--- src/rtl/duty_pwm_gen.sv ---
// PWM generator with a pending duty/period buffer. New settings take effect only
// at a period boundary, or at once while idle, and each application is acknowledged.
module duty_pwm_gen #(
    parameter int               WIDTH      = 12,
    parameter logic [WIDTH-1:0] RST_PERIOD = 12'hFFF
) (
    input  logic             Clock,
    input  logic             Reset,
    input  logic [WIDTH-1:0] Duty,
    input  logic [WIDTH-1:0] Period,
    input  logic             Load,
    input  logic             Run,
    output logic             PWM_out,
    output logic             Pend,
    output logic             Load_ack
);

    logic [WIDTH-1:0] cnt, duty_act, per_act, duty_pend, per_pend;
    logic             pend_valid;
    logic             run_q;

    logic [WIDTH-1:0] cnt_n, duty_n, per_n, duty_pend_n, per_pend_n;
    logic             pend_valid_n, ack_n, pwm_n, pend_n;
    logic             wrap;

    assign wrap = (cnt == per_act);

    always_comb begin
        cnt_n        = cnt;
        duty_n       = duty_act;
        per_n        = per_act;
        duty_pend_n  = duty_pend;
        per_pend_n   = per_pend;
        pend_valid_n = pend_valid;
        ack_n        = 1'b0;

        if (Load) begin
            duty_pend_n  = Duty;
            per_pend_n   = Period;
            pend_valid_n = 1'b1;
        end

        if (!Run) begin
            cnt_n = '0;
            if (Load) begin
                duty_n       = Duty;
                per_n        = Period;
                pend_valid_n = 1'b0;
                ack_n        = 1'b1;
            end else if (pend_valid) begin
                duty_n       = duty_pend;
                per_n        = per_pend;
                pend_valid_n = 1'b0;
                ack_n        = 1'b1;
            end
        end else if (!run_q) begin
            // First generate cycle always starts a fresh period; it is not a wrap.
            cnt_n = '0;
        end else if (wrap) begin
            cnt_n = '0;
            // A Load on this same edge refills the buffer for the next wrap.
            if (pend_valid) begin
                duty_n = duty_pend;
                per_n  = per_pend;
                ack_n  = 1'b1;
                if (!Load) pend_valid_n = 1'b0;
            end
        end else begin
            cnt_n = cnt + {{(WIDTH-1){1'b0}}, 1'b1};
        end

        pwm_n  = Run && (cnt_n < duty_n);
        pend_n = Run && (cnt_n == per_n);
    end

    always_ff @(posedge Clock or posedge Reset) begin
        if (Reset) begin
            cnt        <= '0;
            duty_act   <= '0;
            per_act    <= RST_PERIOD;
            duty_pend  <= '0;
            per_pend   <= '0;
            pend_valid <= 1'b0;
            run_q      <= 1'b0;
            PWM_out    <= 1'b0;
            Pend       <= 1'b0;
            Load_ack   <= 1'b0;
        end else begin
            cnt        <= cnt_n;
            duty_act   <= duty_n;
            per_act    <= per_n;
            duty_pend  <= duty_pend_n;
            per_pend   <= per_pend_n;
            pend_valid <= pend_valid_n;
            run_q      <= Run;
            PWM_out    <= pwm_n;
            Pend       <= pend_n;
            Load_ack   <= ack_n;
        end
    end

endmodule

--- config.mk ---
export PLATFORM = sky130hd
export DESIGN_NAME = duty_pwm_gen
export DESIGN_NICKNAME = d
export VERILOG_FILES = /design/src/rtl/duty_pwm_gen.sv
export SDC_FILE = /design/constraint.sdc
export NUM_CORES = 1
export LEC_CHECK = 0
export ABC_AREA = 0
export CORE_MARGIN = 8
export CORE_UTILIZATION = 28
export CTS_BUF_LIST = sky130_fd_sc_hd__clkbuf_4 sky130_fd_sc_hd__clkbuf_8
export DETAILED_ROUTE_END_ITERATION = 8
export SETUP_SLACK_MARGIN = 0.1
export SLEW_MARGIN = 30
export SYNTH_ARGS = -nofsm -noshare
export SYNTH_HDL_FRONTEND = slang
export SYNTH_SLANG_ARGS = --single-unit
--- constraint.sdc ---
create_clock -name Clock -period 4.9 [get_ports Clock]
set_input_delay 1.47 -clock Clock [delete_from_list [all_inputs] [get_ports Clock]]
set_output_delay 1.47 -clock Clock [all_outputs]
set_load 0.05 [all_outputs]
==> results.md <==
- Yosys top cell area share: about a third
- Antenna violations before repair: 0
- Worst-path clk slew: 0.08 ns
- First-pass GRT wire length: 16.8 mm
- Die area: 0.0180 mm2
- Synth Instances: 395
- Max Root-Sink Buffers: 2
- Layout cells sized above 1: 17.1%
- Pre-CTS WS: roughly 1.1 ns
- Crit path DAT: 3.77 ns
- Slew @ Worst Pin: 0.825 ns
- Antenna diode count: 0
- Met3 Wirelength: 419 um
- Unrepaired setup endpoints after global routing: no
- WP buf/inv: 1
- Top Layer Used: met4
- Largest net degree at the start of global routing: about 50
- CP required: 5.18 ns
- Net count, final: 461
- Main area contributors after synthesis: dfrtp_1 (34%), mux2_2 (8.6%), dfstp_2 (8.1%), mux2i_1 (6.4%), xor2_1 (4.7%)
- Slew Viols, Final: 0
- Vias in the first global route: 3158
- Largest area contributor in the netlist: dfrtp_1
- Num CTS Buffers: 9
- Cell mode on critical path: a21oi_1
- Area grow syn2layout: 18.3%
- Clk sinks: 65
- Seq/Total Area, Yosys: 42.0%
- Post-route clock skew: roughly 0.011 ns
- Grt ovf: 0
- Crit. End Element: flip-flop
- Placeable Area: 0.0138 mm2
- DRT Pass-1 Iters: 4
- Net Count, Synth: approximately 430
- Pwr Density: 308 mW/mm2
- Part of the cycle the worst path needs: approximately 71%
- Worst hold path type: flip-flop to flip-flop
- Synth unique cells: 48
- Routability Congestion: ~0.91
- Min Tclk post-route: 3.49 ns
- Relative slew margins: 44.9%
- EDFF count, synth: 0
- Maximum Capacitance Violations: 0
- FMAX: 286 MHz
- Status: complete, no violations
- Final worst setup slack: 1.41 ns
- Share of flip-flops with an asynchronous set or reset: 100%
- Remaining DRCs: 0
- Final core occ: 33.6%
- Total number of vias: 2973
- Io pins: 31
- TritonCTS clock tree: built
- Iter 0 DRT Violations: 156
- Hold-fix buffers at CTS: 0
- Top_reg_cell synth: dfrtp_1
- Detailed-routed wire length on met2: between 4 and 5 mm
- VDD IR max: approximately 0.00012 V
- Total length of routed wires: 10.0 mm
- Root buffer cell: clkbuf_8
- Wl on met1: 4.79 mm
- Final Hold Vio Count: 0
- CP Launch Type: flip-flop
- Post-CTS setup buffer count: 0
- Port bufs: 30
- GRT Overall Usage: 11.7%
- CP cell instances: xor2_1 -> or4_1 -> nor4_4 -> buf_4 -> a21oi_1 -> a21oi_1 -> ha_1 -> and3_1 -> a22oi_1 -> o2111ai_1 -> a21oi_1
- PostCTS Resize Cnt: 0
- Wire length per cell: 16.5 um
- Std-Cell Rows: 43
- Kind of critical path: flip-flop to flip-flop
- Critical Path Slowest Stage Cell: or4_1
- Flops & latches, synth: 65
- Starting Density: 28.4%
- Most frequent cell after synthesis: dfrtp_1
- Detail Placement HPWL: between 7 and 8 mm
- Crit-path max FO: 34
- Static leakage: 2.08 nW
- Clk Latency, worst-skew pair: ~0.35 ns
- Post-Route Setup TNS: 0 ns
- Syn Std Cell Area: 0.00391 mm2
- Max incr delay on CP: 0.69 ns
- H-tree levels: 3
- Syn avg cell area: 9.91 um2
- Synth cell count leaders: dfrtp_1 (53), mux2_2 (30), nand2_1 (29)
- Warnings from Yosys: 0
- Die extent in y: 134 um
- CP top delay family: simple AND/OR/NAND/NOR gates
- Final-report setup violation count: 0
- Die Wd: 134 um
- Final ANT Viol Nets: 0
- Fill cells: approximately 1400
- Number of vias per cell: just under 5
==> flip-flops by register name (all words and copies together), names as in the netlist <==
name / cells
Pend: 1
duty_pend: 12
per_act: 12
cnt: 12
run_q: 1
duty_act: 12
PWM_out: 1
per_pend: 12
pend_valid: 1
Load_ack: 1
==> report_power, final <==
part	total, mW	internal, mW	switching (mW)
Clock	0.524	0.291	0.233
Combinational	0.274	0.123	0.151
Sequential	0.629	0.594	0.0345
Total	1.43	1.01	0.418
==> stage by stage <==
| step | hold WS (ns) | total power, mW | std cells | cell area [um2] |
|---|---|---|---|---|
| floorplan | 0.475 | 0.824 | 395 | 3910 |
| global placement | 0.489 | 0.905 | 591 | 4400 |
| detailed placement | 0.494 | 0.912 | 591 | 4400 |
| CTS | 0.511 | 1.45 | 607 | 4630 |
| global route | 0.529 | 1.50 | 607 | 4630 |
| finish | 0.502 | 1.43 | 607 | 4630 |
==> cell usage in the layout (no fill, tap or decap), drive strengths merged, types with 3 or more instances in the layout <==
cell	netlist	layout
nand4	3	3
nand3	7	7
or2	3	3
dfstp	12	12
o211ai	9	9
nand2	29	29
o41ai	3	3
nor4	4	4
clkbuf	16	9
dfrtp	53	53
inv	24	25
o21ai	20	20
mux2i	25	25
and4	3	3
buf	6	9
nor2	27	27
nor3	3	3
clkinv	0	3
clkdlybuf4s50	0	29
a41oi	3	3
or4	3	3
mux2	30	30
and3	4	4
nand2b	8	8
a21o	5	5
xor2	21	21
o211a	12	12
a21oi	24	24
xnor2	6	6
ha	11	11
==> worst paths after layout <==
kind | endpoint | cells after the start | slack [ns] | start
hold reg to reg | per_pend[6] | 1 | 0.50 | per_pend[6]
min in group asynchronous | duty_act[11] | 2 | 1.40 | Reset
setup reg to reg | PWM_out | 11 | 1.41 | cnt[6]
setup / recovery | PWM_out | 11 | 1.41 | cnt[6]
max in group asynchronous | run_q | 3 | 2.54 | Reset
hold / removal | per_pend[6] | 1 | 0.50 | per_pend[6]
==> kinds of logic after synthesis <==
| group | synth area share, % |
|---|---|
| multiplexers | 15.0 |
| flip-flops | 42.0 |
| AND/OR/NAND/NOR | 13.0 |
| adder cells (fa/ha/maj) | 3.77 |
| AO/OA/AOI/OAI | 15.5 |
| buffers and inverters | 4.67 |
| XOR/XNOR | 6.04 |
==> layer usage <==
metal | GRT usage, % | vias up
met3 | 2.99 | 15
met2 | 18.4 | 46
li1 | - | 1461
met5 | 0 | -
met1 | 14.9 | 1451
met4 | 4.99 | 0
==> final cells by class <==
class / count / area [um2] / share of cell area (%)
timing repair buffer: 38 / 355 / 7.68
tap: 180 / 225 / 4.87
multi-input combinational: 284 / 2090 / 45.1
sequential: 65 / 1640 / 35.5
clock buffer: 9 / 124 / 2.68
clock inverter: 7 / 103 / 2.22
inverter: 24 / 90.1 / 1.95
Power figures use the tool's default switching activity.
